<file path="src/rtl/risc_toy_mem_wb.sv">
// -----------------------------------------------------------------------------
// risc_toy_mem_wb
// MEM + WB back end of the RISC_TOY 5-stage pipeline. The EX result bundle is
// captured into the M stage every cycle (there is no stall). M drives the
// synchronous data-memory port. W writes the register file, and the load data
// arrives on DRDATA during the W cycle. The block also exports M-stage
// forwarding and load-use information, and counts retired instructions.
//
// Ports
//   CLK, RSTN            clock (rising edge) / asynchronous active-low reset
//   EX_VALID/OP/DEST     EX bundle control (EX_VALID=0 means bubble)
//   EX_RESULT/STDATA     ALU result or byte address / store data
//   DREQ/DRW/DADDR/DWDATA data-memory request driven from the M registers
//   DRDATA               load data, valid the cycle after a read request
//   RF_WEN/RF_WA/RF_DI   regfile write port; also the W forwarding source
//   FWD_M_VALID/DEST/DATA M-stage forwarding (non-load writers only)
//   LOAD_USE_M           M holds a load whose data is not yet available
//   RETIRE_CNT           wrapping count of valid instructions leaving W
// -----------------------------------------------------------------------------
module risc_toy_mem_wb #(
  parameter int AW       = 30,
  parameter int DW       = 32,
  parameter int RETIRE_W = 32
) (
  input  logic                CLK,
  input  logic                RSTN,
  input  logic                EX_VALID,
  input  logic [4:0]          EX_OP,
  input  logic [4:0]          EX_DEST,
  input  logic [DW-1:0]       EX_RESULT,
  input  logic [DW-1:0]       EX_STDATA,
  output logic                DREQ,
  output logic                DRW,
  output logic [AW-1:0]       DADDR,
  output logic [DW-1:0]       DWDATA,
  input  logic [DW-1:0]       DRDATA,
  output logic                RF_WEN,
  output logic [4:0]          RF_WA,
  output logic [DW-1:0]       RF_DI,
  output logic                FWD_M_VALID,
  output logic [4:0]          FWD_M_DEST,
  output logic [DW-1:0]       FWD_M_DATA,
  output logic                LOAD_USE_M,
  output logic [RETIRE_W-1:0] RETIRE_CNT
);

  localparam logic [4:0] OP_ROR = 5'd14;
  localparam logic [4:0] OP_BRL = 5'd16;
  localparam logic [4:0] OP_JL  = 5'd18;
  localparam logic [4:0] OP_LD  = 5'd19;
  localparam logic [4:0] OP_LDR = 5'd20;
  localparam logic [4:0] OP_ST  = 5'd21;
  localparam logic [4:0] OP_STR = 5'd22;

  function automatic logic f_is_ld(input logic [4:0] op);
    case (op)
      OP_LD, OP_LDR: f_is_ld = 1'b1;
      default:       f_is_ld = 1'b0;
    endcase
  endfunction

  function automatic logic f_is_st(input logic [4:0] op);
    case (op)
      OP_ST, OP_STR: f_is_st = 1'b1;
      default:       f_is_st = 1'b0;
    endcase
  endfunction

  // ALU ops ADDI..ROR, the linking branches/jumps and the loads write a register.
  function automatic logic f_is_wr(input logic [4:0] op);
    case (op)
      OP_BRL, OP_JL, OP_LD, OP_LDR: f_is_wr = 1'b1;
      default:                      f_is_wr = (op <= OP_ROR);
    endcase
  endfunction

  // M-stage registers. Decoded flags are pre-qualified with EX_VALID and data is
  // zeroed for bubbles, so unknown EX values on a bubble never enter the pipe.
  logic          r_m_valid, r_m_ld, r_m_st, r_m_wr;
  logic [4:0]    r_m_dest;
  logic [DW-1:0] r_m_result, r_m_stdata;

  // W-stage registers
  logic          r_w_valid, r_w_ld, r_w_wr;
  logic [4:0]    r_w_dest;
  logic [DW-1:0] r_w_result;

  logic [RETIRE_W-1:0] r_retire_cnt;

  // EX -> M capture; reset drops any in-flight memory op immediately
  always_ff @(posedge CLK or negedge RSTN) begin
    if (!RSTN) begin
      r_m_valid  <= 1'b0;
      r_m_ld     <= 1'b0;
      r_m_st     <= 1'b0;
      r_m_wr     <= 1'b0;
      r_m_dest   <= 5'd0;
      r_m_result <= {DW{1'b0}};
      r_m_stdata <= {DW{1'b0}};
    end else begin
      r_m_valid  <= EX_VALID;
      r_m_ld     <= EX_VALID & f_is_ld(EX_OP);
      r_m_st     <= EX_VALID & f_is_st(EX_OP);
      r_m_wr     <= EX_VALID & f_is_wr(EX_OP);
      r_m_dest   <= EX_VALID ? EX_DEST : 5'd0;
      r_m_result <= EX_VALID ? EX_RESULT : {DW{1'b0}};
      r_m_stdata <= (EX_VALID & f_is_st(EX_OP)) ? EX_STDATA : {DW{1'b0}};
    end
  end

  // M -> W advance
  always_ff @(posedge CLK or negedge RSTN) begin
    if (!RSTN) begin
      r_w_valid  <= 1'b0;
      r_w_ld     <= 1'b0;
      r_w_wr     <= 1'b0;
      r_w_dest   <= 5'd0;
      r_w_result <= {DW{1'b0}};
    end else begin
      r_w_valid  <= r_m_valid;
      r_w_ld     <= r_m_ld;
      r_w_wr     <= r_m_wr;
      r_w_dest   <= r_m_dest;
      r_w_result <= r_m_result;
    end
  end

  // Retired-instruction counter; every valid W instruction counts, wraps naturally
  always_ff @(posedge CLK or negedge RSTN) begin
    if (!RSTN) begin
      r_retire_cnt <= {RETIRE_W{1'b0}};
    end else if (r_w_valid) begin
      r_retire_cnt <= r_retire_cnt + {{(RETIRE_W-1){1'b0}}, 1'b1};
    end else begin
      r_retire_cnt <= r_retire_cnt;
    end
  end

  // Memory port and M forwarding: decoded purely from M registers
  always_comb begin
    DREQ        = r_m_ld | r_m_st;
    DRW         = r_m_st;
    DADDR       = r_m_result[AW+1:2];
    DWDATA      = r_m_stdata;
    FWD_M_VALID = r_m_wr & ~r_m_ld;
    LOAD_USE_M  = r_m_ld;
    if (r_m_wr & ~r_m_ld) begin
      FWD_M_DEST = r_m_dest;
      FWD_M_DATA = r_m_result;
    end else begin
      FWD_M_DEST = 5'd0;
      FWD_M_DATA = {DW{1'b0}};
    end
  end

  // Regfile write port; load data comes straight from the memory this cycle
  always_comb begin
    RF_WEN = r_w_wr;
    RF_WA  = 5'd0;
    RF_DI  = {DW{1'b0}};
    if (r_w_wr) begin
      RF_WA = r_w_dest;
      RF_DI = r_w_ld ? DRDATA : r_w_result;
    end else begin
      RF_WA = 5'd0;
      RF_DI = {DW{1'b0}};
    end
  end

  assign RETIRE_CNT = r_retire_cnt;

endmodule

</file>
<file path="config.mk">
export PLATFORM = sky130hd
export DESIGN_NAME = risc_toy_mem_wb
export DESIGN_NICKNAME = d
export VERILOG_FILES = /design/src/rtl/risc_toy_mem_wb.sv
export SDC_FILE = /design/constraint.sdc
export NUM_CORES = 1
export LEC_CHECK = 0
export CAP_MARGIN = 30
export CORE_ASPECT_RATIO = 1.2
export CORE_MARGIN = 4
export CORE_UTILIZATION = 38
export CTS_BUF_LIST = sky130_fd_sc_hd__clkbuf_2
export DETAILED_ROUTE_END_ITERATION = 7
export GPL_TIMING_DRIVEN = 0
export PLACE_DENSITY = 0.82
export SYNTH_ARGS = -nofsm -noshare
export SYNTH_HDL_FRONTEND = slang
export SYNTH_SLANG_ARGS = --single-unit
</file>
<file path="constraint.sdc">
create_clock -name CLK -period 1.38 [get_ports CLK]
set_input_delay 0.276 -clock CLK [delete_from_list [all_inputs] [get_ports CLK]]
set_output_delay 0.276 -clock CLK [all_outputs]
set_load 0.01 [all_outputs]
</file>
==> results <==
- The half-perimeter wire length after placement is roughly 14000 um.
- Among all stages on the critical path, the largest delay is contributed by sky130_fd_sc_hd__dfrtp_2.
- The clock reaches the later pin of the worst-skew pair after 0.71 ns.
- After the first detailed-routing iteration, the DRC count stood at 247.
- The critical path launch point type is a register.
- For this run, the total global-route usage over all layers was measured as between 20% and 30%.
- In this run the critical register-to-register path is launched from RETIRE_CNT[18]$_DFFE_PN0P_.
- In this run switching power makes up roughly 29% of total power.
- Hold timing on the final database bottoms out at a slack of 0.111 ns.
- The worst-margin pin slew is about 0.55 ns.
- The total detailed-routing wirelength is 21200 um.
- The final reports fail on negative setup slack.
- Clock tree synthesis selected as its root buffer the cell sky130_fd_sc_hd__clkbuf_2.
- Summing over every cut layer, the via total after detailed routing is around 5200.
- The worst setup slack for register-to-register paths is -0.30 ns.
- Global routing finished with a remaining overflow of 0.
- TritonCTS built the clock tree.
- The most used flip-flop cell after synthesis is sky130_fd_sc_hd__dfrtp_1.
- Setup violations remaining at the end of the flow were counted as about 200.
- The worst setup path is captured at an output pin.
- Relative to the synthesized area, the layout overhead comes to 77.1%.
- Based on the critical path, the design can be clocked at up to about 460 MHz.
- The number of nets in the layout is between 900 and 1000.
- The analysis attributes to cell leakage a power of 0.00522 uW.
- The area taken by multi-input logic gates is approximately 2300 sq um.
- Once routing completed, OpenROAD measured the worst setup slack at -0.803 ns.
- The post-synthesis instance area is 5920 sq um.
- The worst slew slack as a fraction of its limit is between 60 and 70%.
- Setup repair after global routing could not meet its margin everywhere.
- The run finished, with violations left.
- The number of cells traversed by the worst register-to-register path is 6.
- During I/O placement, the number of pins put on the boundary was 282.
- The maximum vdd ir drop is between 900 and 1000 uV.
- The starting utilization of the core area is between 30% and 40%.
- The count of buffers added on input and output ports is 281.
- The number of antenna violations at the first check in global routing came to 1.
- The worst register-to-register path ends at RETIRE_CNT[31]$_DFFE_PN0P_.
- The total power per unit cell area is about 890 nW/um^2.
- The placer's final routability congestion estimate is 0.860.
- The number of distinct library cell variants in the gate-level netlist after synthesis is 31.
- The first global-routing pass estimated 29400 um of wire.
- Counting every sink on the clock net gives about 150.
- The number of failing hold endpoints at the final stage is 0.
- The floorplan has 49 rows.
- The path with the worst hold slack has its endpoint at DWDATA[23]$_DFF_PN0_.
- Cell internal power was estimated by the tool at between 6000 and 7000 uW.
- The H-tree generated during clock tree synthesis spans 4 levels.
- The average size of a mapped cell is about 12 sq um.
- The clock share of power is between 20% and 30%.
- The fraction of the mapped netlist area in compound gates is less than 1%.
- The total area of sequential cells is approximately 3600 sq um.
- Summing the areas of all xor and xnor instances in the mapped netlist gives roughly 4.7% of the synthesized area.
- Yosys mapped a number of flops with a built-in enable equal to 0.
- The height of the die is ~140 um.
- For this run, asynchronously set or reset flops after synthesis account for 100%.
- The filler cells instantiated in the layout total roughly 1000.
- The setup clock skew after layout is between 0.04 and 0.05 ns.
- The dominant combinational cell family by area after synthesis is simple AND/OR/NAND/NOR gates.
- The adder-cell share of the synthesized area is 0.212%.
- Counting instances, the worst hold path has a depth of 2.
- Counting both buffers and inverters, the worst setup path holds a total of 3.
- The worst hold path startpoint is EX_STDATA[23].
- The post-placement cell count is ~960.
- The number of slew-limit violations in the final report is 0.
- The post-synthesis simple-gate area fraction is roughly 22%.
- The area enclosed by the die boundary is 17600 sq um.
- The die width is around 120 um.
- The signal arrival time at the worst endpoint is 1.91 ns.
- The critical path start-end classification is reg2out.
- The count of cells in the finished layout, fillers not included, comes to roughly 1100.
- The switching power total is roughly 2700 uW.
- In this run the worst hold path is classified as in2reg.
- For this run, the number of Yosys warnings is 0.
- The largest delay contributor family on the critical path is flip-flops.
- The number of buffers between clock root and the deepest sink is 2.
- After detailed routing, the number of remaining DRC violations is 0.
- Using the TritonRoute via totals, the vias-per-cell ratio works out to about 4.7.
- Per report_power, the combinational group accounts for approximately 27% of the total.
- The sequential-to-total area share from yosys stat is slightly above 60%.
- Before antenna repair, the detailed router went through 4 iterations.
- The synthesized netlist net count is 586.
- The mean routed wirelength per cell is roughly 19 um.
- 0 antenna diodes ended up in the layout.
- Along the worst path, the maximum fanout reaches 5.
- The count of nets left with antenna violations once routing finished came out at 0.
- The register bit total from synthesis is about 150.
- The portion of synthesized area spent on multiplexers is 5.60%.
- Entering global routing, the biggest net connects between 80 and 90 pins.
- In this run the standard cell core region covers 15100 sq um.
- The core occupancy in the finished layout is approximately 70%.
- The final critical path takes up 158% of the cycle.
- The total negative slack for setup checks is -76.04 ns.
- The CTS clock-pin slew for the worst setup and hold paths is 0.20 ns.
- The via count of the first global-routing pass is 5451.
- Sequential cells burn 50.3% of the power.
- The critical path goes through buf_6 > buf_12 > mux2i_2 > nor2b_2 > buf_2.
- Subtracting the final worst setup slack from the clock period gives between 2 and 2.5 ns.
- The synthesized instance count is between 400 and 500.
- The required time at the endpoint of the critical path is around 1.1 ns.
- The number of clock buffers inserted by TritonCTS is 17.
- For this run, the slowest stage of the critical path takes about 0.47 ns.
- In the final layout, the share of cells above drive strength 1 is around 50%.
- The max capacitance violation total is 0.
state kept, by name, summed over array words and instances (netlist names):
name,count
r_m_dest,5
r_m_valid,1
r_m_wr,1
r_w_dest,5
DRW,1
RF_WEN,1
r_w_result,32
r_w_ld,1
r_m_result,32
RETIRE_CNT,32
r_w_valid,1
DWDATA,32
LOAD_USE_M,1
cell families after synthesis:
family / after synthesis
fa+ha+maj: 1
mux: 33
compound gates: 4
buf+inv: 52
flops: 145
xor+xnor: 32
simple gates: 209
cell usage after synthesis (all sizes together) (2+ instances only):
cell	count	area share, %
and2	113	12
and3	6	0.66
and4	2	0.30
buf	33	4.1
clkbuf	17	1.1
dfrtp	145	61
inv	2	0.13
mux2i	32	5.4
nand2	12	0.76
nand3	10	1.1
nand4	17	2.1
nor2	3	0.19
nor2b	34	3.6
nor3	4	0.34
nor4	5	1.0
o21ai	2	0.17
xnor2	26	3.8
xor2	6	0.89
power by group through the flow:
stage,Combinational [uW],Sequential [uW],Clock [uW]
after floorplan,573,4820,0
after global placement,1580,4830,0
after detailed placement,1630,4830,0
after CTS,2200,4650,2150
after global routing,2660,4690,2340
final,2520,4670,2100
final cells by class:
class	instances	share of cell area, %
buffer	29	3.15
clock buffer	23	1.10
clock inverter	8	0.633
inverter	2	0.0717
multi-input combinational	279	21.9
sequential	145	34.8
tap	204	2.44
timing repair buffer	401	35.8
placed cells by master (no fill, tap or decap), drive strengths merged, types with 4 or more instances in the layout:
| master | instances |
|---|---|
| nor3 | 4 |
| and2 | 113 |
| nor4 | 5 |
| nand2 | 12 |
| clkdlybuf4s50 | 107 |
| nand3 | 10 |
| buf | 309 |
| xnor2 | 26 |
| nor2b | 34 |
| xor2 | 6 |
| dfrtp | 145 |
| and3 | 6 |
| clkbuf | 36 |
| nand4 | 17 |
| clkinv | 6 |
| mux2i | 32 |
worst max path at each step:
stage | startpoint | endpoint | cells after the start
after floorplan | RETIRE_CNT[9]$_DFFE_PN0P_ | RETIRE_CNT[21]$_DFFE_PN0P_ | 4
after global placement | RSTN | RETIRE_CNT[1]$_DFFE_PN0P_ | 1
after detailed placement | RF_WEN$_DFF_PN0_ | RF_DI[24] | 4
after CTS | r_w_ld$_DFF_PN0_ | RF_DI[24] | 5
after global routing | LOAD_USE_M$_DFF_PN0_ | FWD_M_DATA[22] | 5
final | r_w_ld$_DFF_PN0_ | RF_DI[24] | 5
per-layer routing:
layer / GRT usage (%) / part of all wire (%) / vias to the layer above
li1: - / - / 2319
met1: 22.3 / 33 / 2544
met2: 40.2 / 53 / 252
met3: 8.63 / 8.7 / 64
met4: 10.7 / 4.7 / 2
met5: 0 / 0.057 / -
timing repair:
action                                  in CTS  in global routing
hold buffers                                 1                  0
hold endpoints to repair                   145                  0
setup buffers                               93                 33
resized for setup                          893                115
pin swaps                                   38                 31
cloned                                       1                  4
endpoints found under the setup margin     194                220
stage by stage:
step                worst slack (ns)  area (sq um)  total power (uW)
global placement               -5.93          9020              6410
detailed placement            -0.896          9050              6470
floorplan                    -0.0399          5950              5390
finish                        -0.803         10500              9290
CTS                           -0.872          9850              9000
global route                  -0.930         10500              9700
Power figures use the tool's default switching activity.
